### config.mk
export PLATFORM = sky130hd
export DESIGN_NAME = program_loader
export DESIGN_NICKNAME = d
export VERILOG_FILES = /design/src/rtl/program_loader_pkg.sv /design/src/rtl/program_loader.sv
export SDC_FILE = /design/constraint.sdc
export NUM_CORES = 1
export LEC_CHECK = 0
export CAP_MARGIN = 20
export CORE_MARGIN = 8
export CORE_UTILIZATION = 45
export DETAILED_ROUTE_END_ITERATION = 12
export GPL_TIMING_DRIVEN = 0
export HOLD_SLACK_MARGIN = 0.05
export PLACE_DENSITY = 0.69
export SYNTH_ARGS = -nofsm -noshare
export SYNTH_HDL_FRONTEND = slang
export SYNTH_SLANG_ARGS = --single-unit
### constraint.sdc
create_clock -name clk -period 3.39 [get_ports clk]
set_input_delay 0.5085 -clock clk [delete_from_list [all_inputs] [get_ports clk]]
set_output_delay 0.5085 -clock clk [all_outputs]
set_load 0.01 [all_outputs]
### src/rtl/program_loader_pkg.sv
// Shared definitions for the program loader: FSM states and data widths.
package program_loader_pkg;

  localparam int MAX_WORDS_DEFAULT = 256;
  localparam int BYTE_W = 8;
  localparam int WORD_W = 16;

  typedef enum logic [2:0] {
    IDLE    = 3'd0,
    LEN_HI  = 3'd1,
    LEN_LO  = 3'd2,
    DATA_HI = 3'd3,
    DATA_LO = 3'd4,
    WRITE   = 3'd5,
    DONE    = 3'd6,
    ERR     = 3'd7
  } state_t;

endpackage

### src/rtl/program_loader.sv
// Receives a length-prefixed byte stream and writes it as 16-bit words into
// instruction memory, then raises ready for the processor.
module program_loader
  import program_loader_pkg::*;
#(
  parameter int MAX_WORDS = MAX_WORDS_DEFAULT
) (
  input  logic              clk,
  input  logic              rst_n,
  input  logic              start,
  input  logic              in_valid,
  input  logic [BYTE_W-1:0] in_byte,
  output logic              in_ready,
  output logic              imem_we,
  output logic [WORD_W-1:0] imem_addr,
  output logic [WORD_W-1:0] imem_wdata,
  output logic              ready,
  output logic              busy,
  output logic              err,
  output state_t            state
);

  // Handshake: a byte moves on a rising edge where in_valid and in_ready are
  // both 1; in_ready depends only on state, never on in_valid.

  localparam logic [WORD_W-1:0] MAX_LEN = WORD_W'(MAX_WORDS);

  logic [WORD_W-1:0] length;
  logic [WORD_W-1:0] word;
  logic [WORD_W-1:0] len_next;
  state_t            nxt;

  assign len_next = {length[15:8], in_byte};

  always_comb begin
    nxt = state;
    case (state)
      IDLE, DONE, ERR: if (start) nxt = LEN_HI;
      LEN_HI:          if (in_valid) nxt = LEN_LO;
      LEN_LO: begin
        if (in_valid) begin
          if (len_next == '0)          nxt = DONE;
          else if (len_next > MAX_LEN) nxt = ERR;
          else                         nxt = DATA_HI;
        end
      end
      DATA_HI:         if (in_valid) nxt = DATA_LO;
      DATA_LO:         if (in_valid) nxt = WRITE;
      WRITE:           nxt = (imem_addr == length - 16'd1) ? DONE : DATA_HI;
      default:         nxt = IDLE;
    endcase
  end

  // Outputs are registered from the next state so each is a clean flop.
  always_ff @(posedge clk or negedge rst_n) begin
    if (!rst_n) begin
      state      <= IDLE;
      length     <= '0;
      word       <= '0;
      imem_addr  <= '0;
      imem_wdata <= '0;
      in_ready   <= 1'b0;
      imem_we    <= 1'b0;
      ready      <= 1'b0;
      busy       <= 1'b0;
      err        <= 1'b0;
    end else begin
      state    <= nxt;
      in_ready <= (nxt == LEN_HI) || (nxt == LEN_LO) ||
                  (nxt == DATA_HI) || (nxt == DATA_LO);
      busy     <= (nxt == LEN_HI) || (nxt == LEN_LO) || (nxt == DATA_HI) ||
                  (nxt == DATA_LO) || (nxt == WRITE);
      imem_we  <= (nxt == WRITE);
      ready    <= (nxt == DONE);
      err      <= (nxt == ERR);

      case (state)
        IDLE, DONE, ERR: if (start) imem_addr <= '0;
        LEN_HI:  if (in_valid) length[15:8] <= in_byte;
        LEN_LO:  if (in_valid) length[7:0] <= in_byte;
        DATA_HI: if (in_valid) word[15:8] <= in_byte;
        DATA_LO: begin
          if (in_valid) begin
            word[7:0]  <= in_byte;
            imem_wdata <= {word[15:8], in_byte};
          end
        end
        WRITE:   imem_addr <= imem_addr + 16'd1;
        default: ;
      endcase
    end
  end

endmodule

# After elaboration in Yosys (flattened, before gate mapping)

Index checks and enable logic that the tools add are counted.
Widths: inputs -> output; s select.

$lt $le $gt $ge: 1
$add $sub $neg: 2
Multiplexer cells: 11
Reductions and logical operators: 13
Equality and inequality tests: 16

Operators with widths:

| kind                  | count |
|---|---|
| $pmux 16 s2           | 1 |
| $eq 3x3->1 const B    | 8 |
| $mux 3                | 8 |
| $pmux 3 s6            | 1 |
| $add 16x1->16 const B | 1 |
| $eq 16x16->1          | 1 |
| $gt 16x9->1 const B   | 1 |
| $logic_not 16->1      | 1 |
| $mux 16               | 1 |
| $sub 16x1->16 const B | 1 |
| $eq 3x2->1 const B    | 4 |
| $reduce_and 2->1      | 5 |
| $eq 3x1->1 const B    | 2 |
| $logic_or 1x1->1      | 4 |
| $logic_not 3->1       | 1 |
| $reduce_or 3->1       | 1 |
| $ne 2x2->1 const B    | 1 |
| $reduce_bool 2->1     | 1 |

Bits in registers: 64
Bits of input ports: 12
Output and inout port bits: 40

# Logic depth before layout (Yosys ltp)

Word-level depth: 10
Gate-level depth with buffers: 8
Mapped depth without buffers: 8

# Least setup slack after synthesis

No wires, ideal clock.

Kind: register -> register
From: register length[0]
To: register state[0]
Required time: 3.255 ns
Cell stages (with the launch flop): 9
Setup time: 0.135 ns
Buffers on the path: 0
Setup slack: 0.899 ns
Data arrival time: 2.356 ns
Cells stage by stage: dfrtp_1 inv_1 ha_1 or4b_4 nor4_4 xnor2_1 or4_4 nor4_2 o21ai_0

Word-level cells in the longest chain between the ends: 4

RTL lines:

| what                   | RTL line             | source |
|---|---|---|
| from (decl)            | program_loader.sv:28 | `logic [WORD_W-1:0] length;` |
| from (signal assigned) | program_loader.sv:80 | `LEN_LO: if (in_valid) length[7:0] <= in_byte;` |
| $sub 16x1->16          | program_loader.sv:49 | `WRITE: nxt = (imem_addr == length - 16'd1) ? DONE : DATA_HI;` |
| $eq 16x16->1           | program_loader.sv:49 |  |
| $mux 3                 | program_loader.sv:49 |  |
| $pmux 3 s6             | program_loader.sv:37 | `case (state)` |
| via nxt[0]             | program_loader.sv:31 | `state_t nxt;` |
| to (signal assigned)   | program_loader.sv:68 | `state <= nxt;` |
| to (decl)              | program_loader.sv:20 | `output state_t state` |

The timed path passes the listed nets, and every way through them passes these cells.
A chain may end at the register's enable or synchronous reset.

# Worst setup path in the final report

Ends and elaborated chain as after synthesis.

==> results.md <==
- Status: completed
- Post-synth EDFFs: 0
- Gr usage total: 15.9%
- Largest net degree at the start of global routing: 65
- Critical path cell sequence: inv_1, ha_1, or4b_4, nor4_4, xnor2_1, or4_4, nor4_2, o21ai_0
- Post-Syn Instances: 311
- Type of origin of the critical path: flop
- TritonCTS clock tree: yes
- Clock-pin slew on the worst setup and hold paths: 80 ps
- Post-synth top area share: 48.3%
- Total power: 3.37 mW
- Initial antenna violation count: 0
- Clock sink count: 64
- Total number of vias: 2582
- Final count of hold timing violations: 0
- Final non-filler cell area: 4130 µm²
- Distinct cells, synth: 51
- Clk_skew: 10.6 ps
- Slowest cell on the critical path: or4_4
- I/O pin count: 52
- Final ANT Viol Nets: 0
- Critical path type: reg -> reg
- Max Slew Vio Count: 0
- Tcrit/Tclk final: 81.4%
- Worst hold path type: in -> async
- Pwr Density: 816 nW/µm²
- CTS resizes: 0
- Clk_lat worst skew: 330 ps
- Placer's final routability congestion estimate: 0.870
- Cell Area, Synth: 3320 µm²
- TritonCTS Buffers: 9
- Row Count: 31
- Clock Tree Buf Depth: 2
- Drt drc: 0
- Area leader, netlist: dfrtp_1
- Synthesis-to-finish area growth: 24.6%
- Number of setup buffers added after CTS: 0
- Number of buffers inserted by hold repair at cts: 0
- Setup TNS Final: 0 ps
- #FFs+latches synth: 64
- CP required: 3590 ps
- First-pass GRT wire length: 12.9 mm
- Vias in the first global route: 2508
- Avg WL per Cell: 16.3 µm
- Initial Utilization: 46.0%
- Post-Syn Area per Cell: 10.7 µm²
- Share of cells above drive strength 1: 17.7%
- Iteration-0 DRC Markers: 129
- Post-DP HPWL: 5.67 mm
- Most used DFF post-synth: dfrtp_1
- Final cell count without fillers: 477
- RSZ-0062 raised after global routing: false
- Area after DPL: 3950 µm²
- CP endpoint kind: flop
- Drt first pass iters: 4
- # diodes: 0
- Tmin final: 2760 ps
- Top post-synthesis cells by area: dfrtp_1 (48%), mux2_2 (12%), o21ai_0 (4.4%), xnor2_1 (3.2%), nand2_1 (3.1%)
- Slew Limit Headroom: 47.4%
- Grt total ovfl: 0
- Placed cells: 461
- Syn_nets: 325
- Hold slack: 247 ps
- Crit path DAT: 2960 ps
- R2r setup slk: 630 ps
- Port buffer count: 51
- Vias per std cell: 5.41
- Die area: 10400 µm²
- CTS H-Tree Depth: 3
- Finished Core Util: 57.3%
- Delay of the slowest cell on the worst path: 570 ps
- Slew at the pin closest to its max-slew limit: 788 ps
- Nets: 387
- Finish-stage setup viols: 0
- Worst IR Drop VDD: 0.535 mV
- Max-cap violations: 0
- Filler cell count: 649
- Core area: 7210 µm²
- Final setup margin: 631 ps
- FFs w/ async S/R, synth: 100%
- Crit path max fanout: 4
- Sequential area share after synthesis: 48.3%
- Height of the die: 102 µm
- Width of the die: 102 µm
- Cell leakage power: 1.66 nW
- Pre-CTS WS: 566 ps
- Drt total wl: 7.78 mm
- Yosys warnings: 0
- Fmax: 363 MHz
- CTS root buf: clkbuf_8
registers in the layout, indices dropped and copies added, names as in the netlist:
signal	count
length	16
state	3
in_ready	1
ready	1
imem_we	1
err	1
word	8
imem_addr	16
busy	1
imem_wdata	16
cell usage in the layout, fill, tap and decap left out, drive strengths merged, types with 8 or more instances in the layout:
master / instances
nand3: 17
xor2: 11
xnor2: 12
clkbuf: 21
o21ai: 30
dfrtp: 64
nand2: 27
clkdlybuf4s50: 50
nor3: 8
nor2: 13
mux2: 35
area by class of cell:
cell class              count  area, µm²  share of cell area (%)
well taps                  99        124                    3.00
clock buffers              10        138                    3.33
plain buffers              12       48.8                    1.18
multi-input cells         229       1640                    39.8
repair buffers             51        508                    12.3
inverters                   6       22.5                   0.545
clock inverters             6       45.0                    1.09
flip-flops and latches     64       1600                    38.8
final timing paths:
path,cells after the start,to,start
worst max-delay path,8,state[0]$_DFF_PN0_,length[0]$_DFFE_PN0P_
worst min-delay path,1,imem_wdata[10]$_DFFE_PN0P_,rst_n
worst max register to register,8,state[0]$_DFF_PN0_,length[0]$_DFFE_PN0P_
worst min register to register,1,imem_wdata[14]$_DFFE_PN0P_,word[14]$_DFFE_PN0P_
max in group asynchronous,1,busy$_DFF_PN0_,rst_n
min in group clk,1,imem_wdata[14]$_DFFE_PN0P_,word[14]$_DFFE_PN0P_
cell families (layout without fill, tap and decap cells):
family / after synthesis / in the layout / synth area share (%)
xor+xnor: 23 / 23 / 6.07
simple gates: 111 / 111 / 19.4
mux: 42 / 42 / 14.0
buf+inv: 18 / 85 / 2.15
fa+ha+maj: 2 / 2 / 0.754
flops: 64 / 64 / 48.3
compound gates: 51 / 51 / 9.36
cell usage after synthesis, types with 2 or more instances:
| cell | n |
|---|---|
| xnor2_1 | 12 |
| nor2_1 | 13 |
| nor4_1 | 5 |
| nor3_1 | 8 |
| nand3_1 | 17 |
| dfrtp_1 | 64 |
| o21ai_0 | 29 |
| xor2_1 | 11 |
| mux2i_1 | 7 |
| o31ai_1 | 3 |
| ha_1 | 2 |
| a21oi_1 | 3 |
| o211ai_1 | 4 |
| or4_4 | 4 |
| nor2b_1 | 3 |
| inv_1 | 6 |
| or3_1 | 5 |
| clkbuf_1 | 11 |
| mux2_2 | 35 |
| nand2b_1 | 4 |
| nand2_1 | 27 |
| or2_2 | 2 |
| or4_1 | 2 |
| and3_1 | 2 |
| nor3b_1 | 3 |
| a31oi_1 | 3 |
| nand3b_1 | 2 |
worst max-delay path: cells and delay by family (launching register included):
family                   cells  cell delay, ps
adder cells (fa/ha/maj)      1             190
XOR/XNOR                     1              90
flip-flops                   1             430
AO/OA/AOI/OAI                1             120
AND/OR/NAND/NOR              4            1720
buffers and inverters        1              90
routing by layer:
layer | GRT usage [%] | part of all wire (%) | vias up
li1 | - | - | 1245
met3 | 2.86 | 4.1 | 9
met5 | 0 | 0 | -
met4 | 7.11 | 1.4 | 0
met2 | 25.5 | 49 | 47
met1 | 20.6 | 46 | 1281
where the power goes:
group,internal [mW],switching (mW),total [mW]
registers,1.06,0.259,1.31
logic,0.783,0.673,1.46
clock network,0.286,0.314,0.601
No activity file was read; power rests on OpenSTA's default activity.
